`config.mk`:
```
export PLATFORM = sky130hd
export DESIGN_NAME = ssm2603_i2s_master
export DESIGN_NICKNAME = d
export VERILOG_FILES = /design/src/rtl/ssm2603_i2s_pkg.sv /design/src/rtl/i2s_bclk_gen.sv /design/src/rtl/ssm2603_i2s_master.sv
export SDC_FILE = /design/constraint.sdc
export NUM_CORES = 1
export LEC_CHECK = 0
export ABC_CLOCK_PERIOD_IN_PS = 8700
export CORE_UTILIZATION = 45
export CTS_BUF_LIST = sky130_fd_sc_hd__clkbuf_8
export DETAILED_ROUTE_END_ITERATION = 6
export PLACE_DENSITY = 0.7
export REMOVE_ABC_BUFFERS = 1
export SLEW_MARGIN = 0
export SYNTH_ARGS = -nofsm -noshare
export SYNTH_HDL_FRONTEND = slang
export SYNTH_SLANG_ARGS = --single-unit
```
`constraint.sdc`:
```
create_clock -name clk_i -period 8.7 [get_ports clk_i]
set_input_delay 1.74 -clock clk_i [delete_from_list [all_inputs] [get_ports clk_i]]
set_output_delay 1.74 -clock clk_i [all_outputs]
set_load 0.1 [all_outputs]
```
`src/rtl/ssm2603_i2s_pkg.sv`:
```
// Shared defaults and the sample-pair type for the SSM2603 I2S codec stand-in.
package ssm2603_i2s_pkg;

  localparam int DEF_DATA_WIDTH = 24;
  localparam int DEF_SLOT_BITS  = 32;
  localparam int DEF_BCLK_DIV   = 4;

  typedef struct packed {
    logic [DEF_DATA_WIDTH-1:0] left;
    logic [DEF_DATA_WIDTH-1:0] right;
  } sample_pair_t;

endpackage

```
`src/rtl/i2s_bclk_gen.sv`:
```
// Bit-clock generator: divides clk into bclk and tracks the bit position
// within the stereo frame. rise_o/fall_o flag the clk edge on which bclk
// changes; bit_cnt_next_o is the value bit_cnt takes on a fall event.
module i2s_bclk_gen
  import ssm2603_i2s_pkg::*;
#(
  parameter int SLOT_BITS = DEF_SLOT_BITS,
  parameter int BCLK_DIV  = DEF_BCLK_DIV,
  localparam int CNT_W    = $clog2(2 * SLOT_BITS)
) (
  input  logic             clk_i,
  input  logic             reset_i,
  output logic             bclk_o,
  output logic             rise_o,
  output logic             fall_o,
  output logic [CNT_W-1:0] bit_cnt_o,
  output logic [CNT_W-1:0] bit_cnt_next_o
);

  localparam int DIV_W = (BCLK_DIV > 1) ? $clog2(BCLK_DIV) : 1;
  localparam logic [DIV_W-1:0] DIV_LAST = DIV_W'(BCLK_DIV - 1);
  localparam logic [CNT_W-1:0] BIT_LAST = CNT_W'(2 * SLOT_BITS - 1);

  logic [DIV_W-1:0] div_cnt_q, div_cnt_d;
  logic [CNT_W-1:0] bit_cnt_q, bit_cnt_d;
  logic             bclk_q, bclk_d;
  logic             toggle;
  logic [CNT_W-1:0] bit_cnt_inc;

  assign toggle      = (div_cnt_q == DIV_LAST);
  assign bit_cnt_inc = (bit_cnt_q == BIT_LAST) ? '0 : bit_cnt_q + CNT_W'(1);

  assign rise_o         = toggle & ~bclk_q;
  assign fall_o         = toggle & bclk_q;
  assign bclk_o         = bclk_q;
  assign bit_cnt_o      = bit_cnt_q;
  assign bit_cnt_next_o = bit_cnt_inc;

  // Next-state: divider wraps and toggles bclk; bit position advances on falls.
  always_comb begin
    div_cnt_d = div_cnt_q + DIV_W'(1);
    bclk_d    = bclk_q;
    bit_cnt_d = bit_cnt_q;
    if (toggle) begin
      div_cnt_d = '0;
      bclk_d    = ~bclk_q;
      if (bclk_q) begin
        bit_cnt_d = bit_cnt_inc;
      end
    end
  end

  // State registers; bit_cnt starts at the last position so the first fall opens frame 0.
  always_ff @(posedge clk_i or posedge reset_i) begin
    if (reset_i) begin
      div_cnt_q <= '0;
      bit_cnt_q <= BIT_LAST;
      bclk_q    <= 1'b0;
    end else begin
      div_cnt_q <= div_cnt_d;
      bit_cnt_q <= bit_cnt_d;
      bclk_q    <= bclk_d;
    end
  end

endmodule

```
`src/rtl/ssm2603_i2s_master.sv`:
```
// SSM2603-side I2S clock master: drives bclk and the LR clocks, serializes ADC
// pairs onto adc_dat (I2S, one bclk after the LR edge) and captures DAC pairs
// from dac_dat. A one-deep holding register decouples the ADC handshake from
// the frame boundary.
module ssm2603_i2s_master
  import ssm2603_i2s_pkg::*;
#(
  parameter int DATA_WIDTH = DEF_DATA_WIDTH,
  parameter int SLOT_BITS  = DEF_SLOT_BITS,
  parameter int BCLK_DIV   = DEF_BCLK_DIV
) (
  input  logic                  clk_i,
  input  logic                  reset_i,
  output logic                  bclk_o,
  output logic                  pblrc_o,
  output logic                  reclrc_o,
  output logic                  adc_dat_o,
  input  logic                  dac_dat_i,
  input  logic [DATA_WIDTH-1:0] adc_left_i,
  input  logic [DATA_WIDTH-1:0] adc_right_i,
  input  logic                  adc_valid_i,
  output logic                  adc_ready_o,
  output logic [DATA_WIDTH-1:0] dac_left_o,
  output logic [DATA_WIDTH-1:0] dac_right_o,
  output logic                  dac_valid_o,
  output logic                  adc_underrun_o
);

  localparam int CNT_W = $clog2(2 * SLOT_BITS);
  localparam int IDX_W = (DATA_WIDTH > 1) ? $clog2(DATA_WIDTH) : 1;
  localparam logic [CNT_W-1:0] SLOT_C   = CNT_W'(SLOT_BITS);
  localparam logic [CNT_W-1:0] DW_C     = CNT_W'(DATA_WIDTH);
  localparam logic [CNT_W-1:0] BIT_LAST = CNT_W'(2 * SLOT_BITS - 1);

  typedef struct packed {
    logic [DATA_WIDTH-1:0] left;
    logic [DATA_WIDTH-1:0] right;
  } pair_t;

  logic             rise, fall;
  logic [CNT_W-1:0] bit_cnt, bit_cnt_next;

  i2s_bclk_gen #(
    .SLOT_BITS(SLOT_BITS),
    .BCLK_DIV (BCLK_DIV)
  ) u_bclk_gen (
    .clk_i         (clk_i),
    .reset_i       (reset_i),
    .bclk_o        (bclk_o),
    .rise_o        (rise),
    .fall_o        (fall),
    .bit_cnt_o     (bit_cnt),
    .bit_cnt_next_o(bit_cnt_next)
  );

  pair_t hold_q, hold_d, shift_q, shift_d, cap_q, cap_d, dac_q, dac_d;
  logic  ready_q, ready_d;
  logic  dac_valid_q, dac_valid_d;
  logic  underrun_q, underrun_d;
  logic  adc_dat_q, adc_dat_d;
  logic  lrc_q, lrc_d;
  logic  started_q, started_d;

  // Slot decode for the current position (rise) and the upcoming one (fall).
  logic             cur_right, nxt_right, cur_in_data, nxt_in_data, frame_start;
  logic [CNT_W-1:0] cur_k, nxt_k;
  logic [IDX_W-1:0] nxt_idx;

  assign cur_right   = (bit_cnt >= SLOT_C);
  assign cur_k       = cur_right ? (bit_cnt - SLOT_C) : bit_cnt;
  assign cur_in_data = (cur_k != '0) && (cur_k <= DW_C);
  assign nxt_right   = (bit_cnt_next >= SLOT_C);
  assign nxt_k       = nxt_right ? (bit_cnt_next - SLOT_C) : bit_cnt_next;
  assign nxt_in_data = (nxt_k != '0) && (nxt_k <= DW_C);
  assign nxt_idx     = IDX_W'(DW_C - nxt_k);
  assign frame_start = fall && (bit_cnt_next == '0);

  // Handshake, frame-start reload, serializer and capture next-state.
  always_comb begin
    hold_d      = hold_q;
    ready_d     = ready_q;
    shift_d     = shift_q;
    cap_d       = cap_q;
    dac_d       = dac_q;
    dac_valid_d = 1'b0;
    underrun_d  = 1'b0;
    adc_dat_d   = adc_dat_q;
    lrc_d       = lrc_q;
    started_d   = started_q;

    // The frame consumes the holding register as it stood before this edge.
    if (frame_start) begin
      started_d = 1'b1;
      if (!ready_q) begin
        shift_d = hold_q;
        ready_d = 1'b1;
      end else begin
        underrun_d = 1'b1;
      end
    end

    // Accept only when empty, so this never collides with the reload above.
    if (adc_valid_i && ready_q) begin
      hold_d.left  = adc_left_i;
      hold_d.right = adc_right_i;
      ready_d      = 1'b0;
    end

    if (fall) begin
      lrc_d     = nxt_right;
      adc_dat_d = 1'b0;
      if (nxt_in_data) begin
        adc_dat_d = nxt_right ? shift_q.right[nxt_idx] : shift_q.left[nxt_idx];
      end
    end

    if (rise) begin
      if (cur_in_data) begin
        if (cur_right) cap_d.right = {cap_q.right[DATA_WIDTH-2:0], dac_dat_i};
        else           cap_d.left  = {cap_q.left[DATA_WIDTH-2:0], dac_dat_i};
      end
      // Last rise of the frame: the pair is complete, unless no frame has begun yet.
      if ((bit_cnt == BIT_LAST) && started_q) begin
        dac_d       = cap_q;
        dac_valid_d = 1'b1;
      end
    end
  end

  // Registers; reset discards any partially captured pair.
  always_ff @(posedge clk_i or posedge reset_i) begin
    if (reset_i) begin
      hold_q      <= '0;
      shift_q     <= '0;
      cap_q       <= '0;
      dac_q       <= '0;
      ready_q     <= 1'b1;
      dac_valid_q <= 1'b0;
      underrun_q  <= 1'b0;
      adc_dat_q   <= 1'b0;
      lrc_q       <= 1'b0;
      started_q   <= 1'b0;
    end else begin
      hold_q      <= hold_d;
      shift_q     <= shift_d;
      cap_q       <= cap_d;
      dac_q       <= dac_d;
      ready_q     <= ready_d;
      dac_valid_q <= dac_valid_d;
      underrun_q  <= underrun_d;
      adc_dat_q   <= adc_dat_d;
      lrc_q       <= lrc_d;
      started_q   <= started_d;
    end
  end

  assign pblrc_o        = lrc_q;
  assign reclrc_o       = lrc_q;
  assign adc_dat_o      = adc_dat_q;
  assign adc_ready_o    = ready_q;
  assign dac_left_o     = dac_q.left;
  assign dac_right_o    = dac_q.right;
  assign dac_valid_o    = dac_valid_q;
  assign adc_underrun_o = underrun_q;

endmodule

```
==> flow_metrics.env <==
export IMPL_setup_slack_ns=4.706
export IMPL_reg2reg_from="u_bclk_gen.bit_cnt_o[0]"
export IMPL_dr_total_vias=4860
export IMPL_worstPathMaxFanout=5
export IMPL_p_leak_nw=5.075
export IMPL_place_ws_ns=4.701
export IMPL_numClockSinks=207
export IMPL_grt_start_max_net_pins=127
export IMPL_worst_slew_pin_slew_ns=1.332
export IMPL_cts_max_path_buffers=3
export IMPL_final_fill_count=1411
export IMPL_synth_area_mm2=0.008486
export IMPL_arrival_ns=2.25
export IMPL_dieArea_mm2=0.01941
export IMPL_grt_usage=0.1773
export IMPL_synth_edf_count=0
export IMPL_total_power_mw=1.793
export IMPL_die_x_um=139.3
export IMPL_ys_types=57
export IMPL_synth_cells=560
export IMPL_r2r_setup_slack_ns=5.09
export IMPL_crit_type="reg -> out"
export IMPL_synth_most_common_cell="dfrtp_1"
export IMPL_start_util=0.4660
export IMPL_wl_mm=16.28
export IMPL_p_per_area_mw_per_mm2=173.0
export IMPL_htreeDepth=2
export IMPL_crit_required_ns=6.96
export IMPL_period_share=0.4591
export IMPL_max_cap_violations=0
export IMPL_endpoint_kind="primary output"
export IMPL_root_buffer="clkbuf_8"
export IMPL_final_util=0.5692
export IMPL_ys_ff_latch=207
export IMPL_p_int_mw=1.403
export IMPL_path_cells="clkdlybuf4s50_1"
export IMPL_finalSetupTns_ns=0
export IMPL_seqPwrFrac=0.539
export IMPL_combPwrFrac=0.024
export IMPL_post_drt_wl_per_cell_um=17.62
export IMPL_rows=49
export IMPL_synthTopCellsByArea="dfrtp_1 59%, mux2_2 25%, dfstp_2 2.2%"
export IMPL_regArea_mm2=0.005189
export IMPL_whs_ns=0.4301
export IMPL_hold_path_class="reg -> reg"
export IMPL_setup_worst_path_start_class="flop"
export IMPL_cpLargestDelayFamily="buffers and inverters"
export IMPL_ys_flop_type="dfrtp_1"
export IMPL_rsz0062_at_grt="false"
export IMPL_switching_share=0.2173
export IMPL_grt_pass1_vias=5487
export IMPL_yosysTopAreaCell="dfrtp_1"
export IMPL_yosysTopAreaCellShare=0.5898
export IMPL_synthToLayoutAreaGrowth_pct=22.13
export IMPL_ant_nets=0
export IMPL_ctsHoldBuffers=0
export IMPL_gp_congestion=0.8153
export IMPL_critPathBufInv=1
export IMPL_setup_viol=0
export IMPL_hold_path_end="u_bclk_gen.div_cnt_q[0]"
export IMPL_clock_latency_ns=0.51
export IMPL_die_h_um=139.3
export IMPL_async_reset_ff_frac=1.000
export IMPL_worstHoldPathCells=1
export IMPL_min_period_ns=3.994
export IMPL_synth_warnings=0
export IMPL_cts_tree="done"
export IMPL_hold_viol=0
export IMPL_multiInputGateArea_mm2=0.003141
export IMPL_antenna_found_initial=0
export IMPL_antenna_cells=0
export IMPL_vias_per_cell=5.260
export IMPL_drv_slew=0
export IMPL_hpwl_mm=10.12
export IMPL_portBuffers=106
export IMPL_grt_pass1_wl_mm=27.57
export IMPL_cts_buffers=36
export IMPL_status="finished, final reports clean"
export IMPL_path_clk_slew_ns=0.05
export IMPL_yosysSeqAreaShare=0.6115
export IMPL_ioPinCount=107
export IMPL_drtIter0Drc=281
export IMPL_core_area_mm2=0.01821
export IMPL_synth_common_cells="200 x dfrtp_1, 190 x mux2_2, 21 x buf_2, 16 x nand2_1, 9 x nor2_1"
export IMPL_nNetsFinal=733
export IMPL_power_frac_clock=0.437
export IMPL_syn_area_per_cell_um2=15.15
export IMPL_gr_total_overflow=0
export IMPL_ctsResizeCount=0
export IMPL_slowest_delay_ns=1.17
export IMPL_drive_gt1_frac=0.3741
export IMPL_min_delay_start="u_bclk_gen.div_cnt_q[0]"
export IMPL_critPathSlowestCell="clkdlybuf4s50_1"
export IMPL_cts_setup_buffers=0
export IMPL_power_switching_mw=0.3895
export IMPL_max_freq_mhz=250.4
export IMPL_drt_pass1_iterations=4
export IMPL_fin_skew_ns=0.01951
export IMPL_vdd_ir_drop_max_uv=110.5
export IMPL_drc=0
export IMPL_relSlewSlack=0.1109
export IMPL_reg2reg_depth=7
export IMPL_r2r_end="adc_dat_o"
[cell usage in the layout (no fill, tap or decap), drive strengths merged, types with 4 or more instances in the layout]
master and n:
o21ai 6, dfrtp 200, clkbuf 40, mux2i 4, nor2 9, a21oi 9
mux2 193, and2 4, nand3 8, buf 5, o211ai 5, nand2 16
inv 17, mux4 6, xnor2 5, clkdlybuf4s50 106, dfstp 7, nor2b 4
[power by group through the flow]
stage	sequential (mW)	combinational [mW]	clock (mW)
after global placement	0.983	0.0445	0
after floorplan	0.983	0.0155	0
after CTS	0.966	0.0458	0.814
after global routing	0.966	0.0496	0.853
final	0.966	0.0436	0.783
after detailed placement	0.983	0.0455	0
[through the flow]
step,cell area (um2),std cells
finish,10360,924
CTS,10360,924
global route,10360,924
global placement,9744,869
floorplan,8324,529
detailed placement,9744,869
[sequential cells by signal, indices dropped and copies added (netlist names)]
name                  cells
dac_right_o              24
started_q                 1
cap_q                    48
pblrc_o                   1
adc_dat_o                 1
adc_underrun_o            1
dac_valid_o               1
shift_q                  48
hold_q                   48
dac_left_o               24
u_bclk_gen.bclk_o         1
u_bclk_gen.div_cnt_q      2
adc_ready_o               1
u_bclk_gen.bit_cnt_o      6
[logic make-up after synthesis]
family                   Yosys count  synth area share
AO/OA/AOI/OAI                     43           0.03790
flip-flops                       207            0.6115
AND/OR/NAND/NOR                   61           0.03893
buffers and inverters             37           0.02167
adder cells (fa/ha/maj)            3          0.004424
XOR/XNOR                           6          0.006193
multiplexers                     203            0.2794
[worst max-delay path by stage]
stage	depth (start not counted)	end	startpoint	slack [ns]
CTS	1	adc_ready_o	adc_ready_o	4.66
finish	1	adc_ready_o	adc_ready_o	4.71
floorplan	1	adc_dat_o	reset_i	1.32
global route	1	adc_ready_o	adc_ready_o	4.64
detailed placement	3	cap_q[0]	reset_i	4.70
global placement	3	cap_q[33]	reset_i	4.77
[layout make-up]
cell class	count	area share
Multi-Input combinational cell	316	0.3030
Timing Repair Buffer	111	0.1060
Sequential cell	207	0.5007
Clock buffer	40	0.05312
Clock inverter	15	0.006640
Tap cell	229	0.02765
Inverter	6	0.002897
[metal layers]
layer	part of all wire	global-route usage	wire length [um]
met5	0	0	0
met4	0.020	0.06199	323
met3	0.074	0.05988	1208
met2	0.48	0.2930	7841
met1	0.42	0.2169	6910
[worst register-to-register path, cell delays in order, from the launching register on]
cell       delay, ns
dfstp_2         0.80
inv_1           0.22
ha_1            0.92
mux4_1          0.64
nor2b_1         0.14
a311oi_1        0.34
a2111oi_0       0.12
a221o_1         0.32
No activity file was read; power rests on OpenSTA's default activity.
